<file path="src/rtl/xdom_ddr3_pg_requester_if.sv">
// Page-transfer handshake bundle between the xdom requester and the DDR3 page mux.
// Latency: none, wires only.
// Backpressure: 4-phase req/ack; pg_ack arrives from the DDR3 ui clock domain.
interface xdom_ddr3_pg_requester_if #(
  parameter int unsigned ADDR_W = 28
);
  logic              pg_req;
  logic              pg_optype;
  logic [ADDR_W-1:0] pg_req_addr;
  logic              pg_ack;

  modport master (
    output pg_req,
    output pg_optype,
    output pg_req_addr,
    input  pg_ack
  );

  modport slave (
    input  pg_req,
    input  pg_optype,
    input  pg_req_addr,
    output pg_ack
  );
endinterface

</file>
<file path="src/rtl/xdom_ddr3_pg_requester.sv">
// Sequences a multi-page DDR3 transfer as one 4-phase req/ack handshake per page.
// Latency: start -> WAIT_GO next cycle; go seen -> pg_req next cycle; ack -> 2-flop sync.
// Backpressure: each page waits for buf_go, then for the mux ack; a slow ack only flags timeout.
module xdom_ddr3_pg_requester #(
  parameter int unsigned       ADDR_W    = 28,
  parameter logic [ADDR_W-1:0] PG_STRIDE = ADDR_W'(32'h400),
  parameter int unsigned       NPG_W     = 8,
  parameter int unsigned       TO_W      = 16
) (
  input  logic                  clk,
  input  logic                  rst,
  input  logic                  cmd_start,
  input  logic                  cmd_optype,
  input  logic [ADDR_W-1:0]     cmd_addr,
  input  logic [NPG_W-1:0]      cmd_npages,
  input  logic                  cmd_abort,
  input  logic                  buf_go,
  output logic                  busy,
  output logic                  done,
  output logic                  aborted,
  output logic                  err_timeout,
  output logic                  pg_done,
  output logic [NPG_W-1:0]      pages_done,
  xdom_ddr3_pg_requester_if.master pg_if
);

  typedef enum logic [2:0] {
    IDLE    = 3'd0,
    WAIT_GO = 3'd1,
    REQ     = 3'd2,
    ACKLOW  = 3'd3,
    FIN     = 3'd4
  } state_t;

  localparam logic [TO_W-1:0] TO_MAX = '1;

  state_t             state_q, state_d;
  logic               busy_q, busy_d;
  logic               done_q, done_d;
  logic               aborted_q, aborted_d;
  logic               err_timeout_q, err_timeout_d;
  logic               pg_done_q, pg_done_d;
  logic [NPG_W-1:0]   pages_done_q, pages_done_d;
  logic [NPG_W-1:0]   npages_q, npages_d;
  logic               pg_req_q, pg_req_d;
  logic               pg_optype_q, pg_optype_d;
  logic [ADDR_W-1:0]  pg_req_addr_q, pg_req_addr_d;
  logic               go_pend_q, go_pend_d;
  logic               abort_pend_q, abort_pend_d;
  logic [TO_W-1:0]    to_cnt_q, to_cnt_d;
  logic               ack_s1_q, ack_s_q;
  logic [NPG_W-1:0]   pages_inc;

  // Bring the mux ack into the xdom clock domain through two flops.
  always_ff @(posedge clk) begin
    if (rst) begin
      ack_s1_q <= 1'b0;
      ack_s_q  <= 1'b0;
    end else begin
      ack_s1_q <= pg_if.pg_ack;
      ack_s_q  <= ack_s1_q;
    end
  end

  // State and output registers; everything visible outside is registered.
  always_ff @(posedge clk) begin
    if (rst) begin
      state_q       <= IDLE;
      busy_q        <= 1'b0;
      done_q        <= 1'b0;
      aborted_q     <= 1'b0;
      err_timeout_q <= 1'b0;
      pg_done_q     <= 1'b0;
      pages_done_q  <= '0;
      npages_q      <= '0;
      pg_req_q      <= 1'b0;
      pg_optype_q   <= 1'b0;
      pg_req_addr_q <= '0;
      go_pend_q     <= 1'b0;
      abort_pend_q  <= 1'b0;
      to_cnt_q      <= '0;
    end else begin
      state_q       <= state_d;
      busy_q        <= busy_d;
      done_q        <= done_d;
      aborted_q     <= aborted_d;
      err_timeout_q <= err_timeout_d;
      pg_done_q     <= pg_done_d;
      pages_done_q  <= pages_done_d;
      npages_q      <= npages_d;
      pg_req_q      <= pg_req_d;
      pg_optype_q   <= pg_optype_d;
      pg_req_addr_q <= pg_req_addr_d;
      go_pend_q     <= go_pend_d;
      abort_pend_q  <= abort_pend_d;
      to_cnt_q      <= to_cnt_d;
    end
  end

  // Next-state logic: per-page go pacing, handshake phases, abort at page boundary.
  always_comb begin
    state_d       = state_q;
    busy_d        = busy_q;
    done_d        = 1'b0;
    aborted_d     = aborted_q;
    err_timeout_d = err_timeout_q;
    pg_done_d     = 1'b0;
    pages_done_d  = pages_done_q;
    npages_d      = npages_q;
    pg_req_d      = pg_req_q;
    pg_optype_d   = pg_optype_q;
    pg_req_addr_d = pg_req_addr_q;
    // go and abort requests are remembered only while a sequence is running
    go_pend_d     = go_pend_q | (busy_q & buf_go);
    abort_pend_d  = abort_pend_q | (busy_q & cmd_abort);
    to_cnt_d      = to_cnt_q;
    pages_inc     = pages_done_q + 1'b1;

    case (state_q)
      IDLE: begin
        if (cmd_start) begin
          pg_optype_d   = cmd_optype;
          pg_req_addr_d = cmd_addr;
          npages_d      = cmd_npages;
          pages_done_d  = '0;
          aborted_d     = 1'b0;
          err_timeout_d = 1'b0;
          go_pend_d     = 1'b0;
          abort_pend_d  = 1'b0;
          busy_d        = 1'b1;
          state_d       = (cmd_npages == '0) ? FIN : WAIT_GO;
        end
      end

      WAIT_GO: begin
        // Abort outranks a go arriving in the same cycle.
        if (abort_pend_q || cmd_abort) begin
          aborted_d    = 1'b1;
          abort_pend_d = 1'b0;
          state_d      = FIN;
        end else if (go_pend_q || buf_go) begin
          pg_req_d  = 1'b1;
          go_pend_d = 1'b0;
          to_cnt_d  = '0;
          state_d   = REQ;
        end
      end

      REQ: begin
        // The mux holds its grant once given, so the request is never withdrawn early.
        if (ack_s_q) begin
          pg_req_d = 1'b0;
          to_cnt_d = '0;
          state_d  = ACKLOW;
        end else if (to_cnt_q == TO_MAX) begin
          err_timeout_d = 1'b1;
        end else begin
          to_cnt_d = to_cnt_q + 1'b1;
        end
      end

      ACKLOW: begin
        if (!ack_s_q) begin
          pg_done_d     = 1'b1;
          pages_done_d  = pages_inc;
          pg_req_addr_d = pg_req_addr_q + PG_STRIDE;
          state_d       = (pages_inc == npages_q) ? FIN : WAIT_GO;
        end else if (to_cnt_q == TO_MAX) begin
          err_timeout_d = 1'b1;
        end else begin
          to_cnt_d = to_cnt_q + 1'b1;
        end
      end

      FIN: begin
        done_d  = 1'b1;
        busy_d  = 1'b0;
        state_d = IDLE;
      end

      default: begin
        state_d = IDLE;
      end
    endcase
  end

  assign busy              = busy_q;
  assign done              = done_q;
  assign aborted           = aborted_q;
  assign err_timeout       = err_timeout_q;
  assign pg_done           = pg_done_q;
  assign pages_done        = pages_done_q;
  assign pg_if.pg_req      = pg_req_q;
  assign pg_if.pg_optype   = pg_optype_q;
  assign pg_if.pg_req_addr = pg_req_addr_q;

endmodule

</file>
<file path="src/flat_wrapper.sv">
// flat-port wrapper written by rule: the top's interface ports become plain ports
module xdom_ddr3_pg_requester_flat 
#(
  parameter int unsigned       ADDR_W    = 28,
  parameter logic [ADDR_W-1:0] PG_STRIDE = ADDR_W'(32'h400),
  parameter int unsigned       NPG_W     = 8,
  parameter int unsigned       TO_W      = 16
)
  (clk, rst, cmd_start, cmd_optype, cmd_addr, cmd_npages, cmd_abort, buf_go, busy, done, aborted, err_timeout, pg_done, pages_done, pg_if_pg_req, pg_if_pg_optype, pg_if_pg_req_addr, pg_if_pg_ack);
  xdom_ddr3_pg_requester_if #(.ADDR_W(ADDR_W)) pg_if_i ();
  input  logic clk;
  input  logic rst;
  input  logic cmd_start;
  input  logic cmd_optype;
  input  logic [ADDR_W-1:0] cmd_addr;
  input  logic [NPG_W-1:0] cmd_npages;
  input  logic cmd_abort;
  input  logic buf_go;
  output logic busy;
  output logic done;
  output logic aborted;
  output logic err_timeout;
  output logic pg_done;
  output logic [NPG_W-1:0] pages_done;
  output wire logic [$bits(pg_if_i.pg_req)-1:0] pg_if_pg_req;
  output wire logic [$bits(pg_if_i.pg_optype)-1:0] pg_if_pg_optype;
  output wire logic [$bits(pg_if_i.pg_req_addr)-1:0] pg_if_pg_req_addr;
  input wire logic [$bits(pg_if_i.pg_ack)-1:0] pg_if_pg_ack;
  assign pg_if_pg_req = pg_if_i.pg_req;
  assign pg_if_pg_optype = pg_if_i.pg_optype;
  assign pg_if_pg_req_addr = pg_if_i.pg_req_addr;
  assign pg_if_i.pg_ack = pg_if_pg_ack;
  xdom_ddr3_pg_requester #(.ADDR_W(ADDR_W), .PG_STRIDE(PG_STRIDE), .NPG_W(NPG_W), .TO_W(TO_W)) u_core (.clk(clk), .rst(rst), .cmd_start(cmd_start), .cmd_optype(cmd_optype), .cmd_addr(cmd_addr), .cmd_npages(cmd_npages), .cmd_abort(cmd_abort), .buf_go(buf_go), .busy(busy), .done(done), .aborted(aborted), .err_timeout(err_timeout), .pg_done(pg_done), .pages_done(pages_done), .pg_if(pg_if_i));
endmodule
</file>
<file path="config.mk">
export PLATFORM = sky130hd
export DESIGN_NAME = xdom_ddr3_pg_requester_flat
export DESIGN_NICKNAME = d
export VERILOG_FILES = /design/src/rtl/xdom_ddr3_pg_requester_if.sv /design/src/rtl/xdom_ddr3_pg_requester.sv /design/src/flat_wrapper.sv
export SDC_FILE = /design/constraint.sdc
export NUM_CORES = 1
export LEC_CHECK = 0
export ABC_AREA = 1
export CORE_UTILIZATION = 46
export CTS_BUF_LIST = sky130_fd_sc_hd__clkbuf_16
export DETAILED_ROUTE_END_ITERATION = 12
export PLACE_DENSITY = 0.82
export SKIP_LAST_GASP = 1
export SYNTH_ARGS = -nofsm -noshare
export SYNTH_HDL_FRONTEND = slang
export SYNTH_SLANG_ARGS = --single-unit
</file>
<file path="constraint.sdc">
create_clock -name clk -period 1.6 [get_ports clk]
set_input_delay 0.32 -clock clk [delete_from_list [all_inputs] [get_ports clk]]
set_output_delay 0.32 -clock clk [all_outputs]
set_load 0.05 [all_outputs]
</file>
* Word-level counts from Yosys, hierarchy flattened
Cells that the tools add are included.
** Operators by class
- Equality and inequality tests :: 15
- Reduce and logical (&&, ||, !) cells :: 19
- Mux-type cells :: 42
- Bitwise logic cells :: 5
- $add $sub $neg :: 3
** Operators by type and width (count)
- $mux W16 :: 5
- $mux W28 :: 2
- $pmux W28 S2 :: 1
- $pmux W16 S3 :: 1
- $add A28 B11 Y28 const B :: 1
- $mux W3 :: 7
- $add A16 B1 Y16 const B :: 1
- $eq A16 B16 Y1 const B :: 1
- $mux W1 :: 16
- $mux W8 :: 2
- $pmux W8 S2 :: 1
- $reduce_and A4 Y1 :: 4
- $pmux W3 S4 :: 1
- $pmux W1 S2 :: 5
- $add A8 B1 Y8 const B :: 1
- $eq A8 B8 Y1 :: 1
- $logic_not A8 Y1 :: 1
- $ne A2 B1 Y1 const B :: 4
- $ne A2 B2 Y1 const B :: 4
- $reduce_bool A2 Y1 :: 4
- $eq A3 B2 Y1 const B :: 2
- $reduce_and A3 Y1 :: 2
- $reduce_bool A3 Y1 :: 2
- $reduce_and A2 Y1 :: 2
- 10 further kinds :: 13
** Word-level totals
- Input bits :: 43
- Output and inout bits :: 43
- Word-level logic and storage cells :: 100
- Flip-flop bits (word level) :: 74

* Logic depth before layout (Yosys ltp)
- Depth in word-level cells :: 5
- Mapped depth :: 14
- Mapped depth without buffers :: 14

* Worst setup path before layout
OpenSTA, ideal clock, no wires.
- Path type :: register to register
- From :: register u_core.pages_done_q[0] (netlist: u_core.pages_done[0])
- To :: register u_core.state_q[0]
- Arrival :: 1.853 ns
- Data required time :: 1.468 ns
- Cell stages (with the launch flop) :: 13
- Slack :: -0.385 ns
- Path buffers :: 0
- Period minus slack after synthesis :: 1.985 ns
- Setup time :: 0.132 ns
- Path through :: dfxtp_1 > ha_1 > nand3_1 > o21ai_0 > nand2_1 > nand2_1 > nand2_1 > nor2_1 > nand3_1 > nand2_1 > nand2_1 > nand2_1 > a21oi_1
** Between the ends
- Longest elaborated chain between the ends :: 5
** RTL lines
- start: declaration :: RTL line xdom_ddr3_pg_requester.sv:43 : logic [NPG_W-1:0] pages_done_q, pages_done_d;
- start signal: assignment :: RTL line xdom_ddr3_pg_requester.sv:89 : pages_done_q <= pages_done_d;
- $add A8 B1 Y8 :: RTL line xdom_ddr3_pg_requester.sv:117 : pages_inc = pages_done_q + 1'b1;
- $eq A8 B8 Y1 :: RTL line xdom_ddr3_pg_requester.sv:167 : state_d = (pages_inc == npages_q) ? FIN : WAIT_GO;
- $mux W3 :: RTL line xdom_ddr3_pg_requester.sv:167
- $mux W3 :: RTL line xdom_ddr3_pg_requester.sv:163 : if (!ack_s_q) begin
- $pmux W3 S4 :: RTL line xdom_ddr3_pg_requester.sv:119 : case (state_q)
- end signal: assignment :: RTL line xdom_ddr3_pg_requester.sv:83 : state_q <= state_d;
- end: declaration :: RTL line xdom_ddr3_pg_requester.sv:37 : state_t state_q, state_d;
Every way passes these cells. The select of a mux whose other input is x is not followed.
A chain may end at the register's enable or synchronous reset.

* Worst setup path after layout
Ends and elaborated chain as after synthesis.

==> impl_metrics.json <==
{
  "outcome": "complete, but fails checks",
  "violations": "design-rule violations, negative setup slack",
  "leakage_nw": 2.73,
  "rows": 33,
  "wire_per_inst_um": 21.2,
  "ys.flop_type": "dfxtp_1",
  "numPortBuffers": 85,
  "placed_cells": 796,
  "yosysTopAreaCell": "dfxtp_1",
  "placed_cell_area_um2": 5490,
  "worst_path_most_repeated_cell": "nand2_1",
  "finalClockSkew_ns": 0.00736,
  "worst_hold_slack_ns": 0.297,
  "finish.utilization_pct": 81.1,
  "max_freq_mhz": 500,
  "ys_seq_area_share_pct": 37.6,
  "setup.worst_path.end": "u_core.state_q[0]$_SDFFE_PP0P_",
  "drv_cap": 0,
  "gp_congestion": 0.873,
  "synth.area.top_cells": "dfxtp_1 38%, nand2_1 12%, a21oi_1 7.6%",
  "chipHeight_um": 94.6,
  "synth_edf_count": 0,
  "final_max_slew_viol_count": 0,
  "h-tree-depth": 3,
  "ant_nets": 0,
  "grt_max_degree": 28,
  "yosysMostFrequentCell": "nand2_1",
  "path_depth": 14,
  "rsz0062_at_grt": "yes",
  "synth-simple-area-share_pct": 33.4,
  "ff2ff_path_depth": 14,
  "coreArea_um2": 8260,
  "root_buffer": "clkbuf_16",
  "async_flop_share_pct": 0,
  "cts_hold_buffers": 0,
  "cts_tree": "done",
  "firstDrtPassIters": 9,
  "yosys_warnings": 0,
  "hpwl_mm": 7.98,
  "nets": 784,
  "critPathCaptureType": "register",
  "cp_num_buf_inv": 1,
  "drc": 1,
  "drt_iter0_drc": 500,
  "antenna_found_initial": 1,
  "crit_fanout": 4,
  "yosys.area_share.adder_pct": 0.952,
  "pwr_density_cell_nw_per_um2": 1570,
  "fill_cells": 425,
  "dieArea_um2": 8950,
  "fin_area_um2": 6700,
  "reg2reg_from": "u_core.pages_done[0]$_SDFFE_PP0P_",
  "area_growth_pct": 69.9,
  "period_needed_ns": 2.00,
  "hold_viol_final": 0,
  "clk_latency_ns": 0.35,
  "grt_overflow": 0,
  "avgSynthCellArea_um2": 7.02,
  "synth_top_area_share_pct": 37.6,
  "max-slew-margin-rel_pct": 71.8,
  "drive_gt1_share_pct": 42.3,
  "grt_pass1_wl_mm": 21.8,
  "vias": 5285,
  "start_kind": "register",
  "num_io_pins": 86,
  "netlist-cell-type-count": 45,
  "critPathMaxStageDelay_ns": 0.39,
  "synth_top_family_by_area": "simple AND/OR/NAND/NOR gates",
  "cts-buffers-inserted": 9,
  "finalCritPeriodShare_pct": 125,
  "hold_path.startpoint": "rst",
  "grt_pass1_vias": 4523,
  "synthTopCellsByCount": "130 x nand2_1, 74 x dfxtp_1, 60 x a21oi_1",
  "final_cells": 849,
  "vdd_drop_max_mv": 0.890,
  "clkSinkCount": 74,
  "r2r-end": "u_core.state_q[0]$_SDFFE_PP0P_",
  "crit_start": "u_core.pages_done[0]$_SDFFE_PP0P_",
  "synth_compound_area_share_pct": 16.8,
  "synth_xor_area_share_pct": 2.66,
  "min_path_type": "input port to register",
  "setup_viol": 49,
  "grt_use_total_pct": 31.6,
  "start_util_pct": 47.8,
  "clockBufferDepth": 2,
  "synthMuxAreaShare_pct": 0,
  "die_w_um": 94.6,
  "cp_slowest_cell": "dfxtp_4",
  "synth_cells": 562,
  "required_ns": 1.82,
  "setup_ws_ns": -0.399,
  "via_per_inst": 6.22,
  "worst_pin_slew_ns": 0.422,
  "p_total_w": 0.0105,
  "synth_seq_cells": 74,
  "syn_area_um2": 3940,
  "path_clk_slew_ns": 0.06,
  "crit_arrival_ns": 2.21,
  "crit_chain": "ha_4 > inv_1 > nand2_2 > nand2_1 > nand2_1 > nand2_1 > nor2_2 > nand2_1 > nor2_2 > nand3_2 > nand2_1 > nand2_2 > nand2_2 > a21oi_2",
  "totalWireLength_mm": 18.0,
  "crit_family": "simple AND/OR/NAND/NOR gates",
  "synth_nets": 608,
  "worstSetupPathType": "register to register",
  "rrSetupSlack_ns": -0.40
}
routing by layer:
layer | global-route usage [%] | vias to the layer above | wire length, um
li1 | - | 2218 | -
met1 | 34.4 | 2434 | 5950
met2 | 55.9 | 468 | 8740
met3 | 7.57 | 165 | 1770
met4 | 18.1 | 0 | 1520
met5 | 0 | - | 0
layout by cell type (no fill, tap or decap), types with 14 or more instances in the layout:
cell | Yosys | final
buf_12 | 0 | 20
inv_1 | 49 | 44
a21oi_2 | 2 | 17
nor2_1 | 53 | 35
a21oi_1 | 60 | 42
nand2_2 | 5 | 14
nand3_1 | 38 | 30
nor2_4 | 6 | 18
o21ai_0 | 37 | 22
dfxtp_1 | 74 | 50
clkdlybuf4s50_1 | 0 | 39
nand2_1 | 130 | 115
buf_4 | 1 | 107
through the flow:
stage | setup slack, ns | TNS [ns]
finish | -0.399 | -5.08
global placement | -0.361 | -4.94
detailed placement | -0.428 | -6.70
floorplan | 0.00177 | 0
CTS | -0.0932 | -0.938
global route | -0.515 | -7.97
power breakdown:
| part | leakage (nW) | internal (W) | total (W) | switching [W] |
|---|---|---|---|---|
| Combinational | 1.96 | 0.00229 | 0.00561 | 0.00331 |
| Clock | 0.156 | 0.00136 | 0.00223 | 0.000863 |
| Sequential | 0.618 | 0.00224 | 0.00271 | 0.000465 |
how the worst min path moves through the flow:
stage | to | slack [ns] | cells past startpoint
finish | u_core.pg_if.pg_req_addr[27]$_SDFFE_PP0P_ | 0.30 | 2
global route | u_core.pg_if.pg_req_addr[26]$_SDFFE_PP0P_ | 0.28 | 2
CTS | u_core.pg_if.pg_req_addr[27]$_SDFFE_PP0P_ | 0.27 | 2
detailed placement | u_core.ack_s_q$_SDFF_PP0_ | 0.40 | 2
global placement | u_core.ack_s_q$_SDFF_PP0_ | 0.39 | 2
floorplan | u_core.ack_s_q$_SDFF_PP0_ | 0.39 | 2
worst register-to-register path, delay by kind of cell, from the launching register on:
family | cells | cell delay, ns
buffers and inverters | 1 | 0.06
DFF | 1 | 0.39
AOI/OAI and AO/OA | 1 | 0.08
and+or+nand+nor | 11 | 1.15
adders and majority gates | 1 | 0.18
registers in the layout (all words and copies together) (netlist names), 3 cells and up:
register,cells
u_core.npages_q,8
u_core.pages_done,8
u_core.pg_if.pg_req_addr,28
u_core.state_q,3
u_core.to_cnt_q,16
cell families (layout without fill, tap and decap cells):
| kind of cell | after synthesis | after routing |
|---|---|---|
| other | 0 | 1 |
| adder cells (fa/ha/maj) | 3 | 3 |
| XOR/XNOR | 12 | 12 |
| AO/OA/AOI/OAI | 120 | 120 |
| buffers and inverters | 78 | 259 |
| AND/OR/NAND/NOR | 275 | 275 |
| flip-flops | 74 | 74 |
layout make-up:
| type | instances | area [um^2] | area share [%] |
|---|---|---|---|
| inverter | 59 | 248 | 3.70 |
| sequential | 74 | 1540 | 23.0 |
| tap | 105 | 131 | 1.96 |
| antenna | 1 | 2.50 | 0.0373 |
| timing repair inverter | 1 | 7.51 | 0.112 |
| timing repair buffer | 183 | 1820 | 27.2 |
| multi-input combinational | 410 | 2630 | 39.3 |
| clock inverter | 7 | 92.6 | 1.38 |
| clock buffer | 9 | 225 | 3.36 |
timing repair:
| action | CTS | global route |
|---|---|---|
| setup endpoints to repair | 26 | 64 |
| endpoints found under the hold margin | 0 | 0 |
| setup buffers | 18 | 15 |
| gates cloned | 0 | 4 |
| resized for setup | 55 | 104 |
| pin swaps | 25 | 52 |
Power figures use the tool's default switching activity.
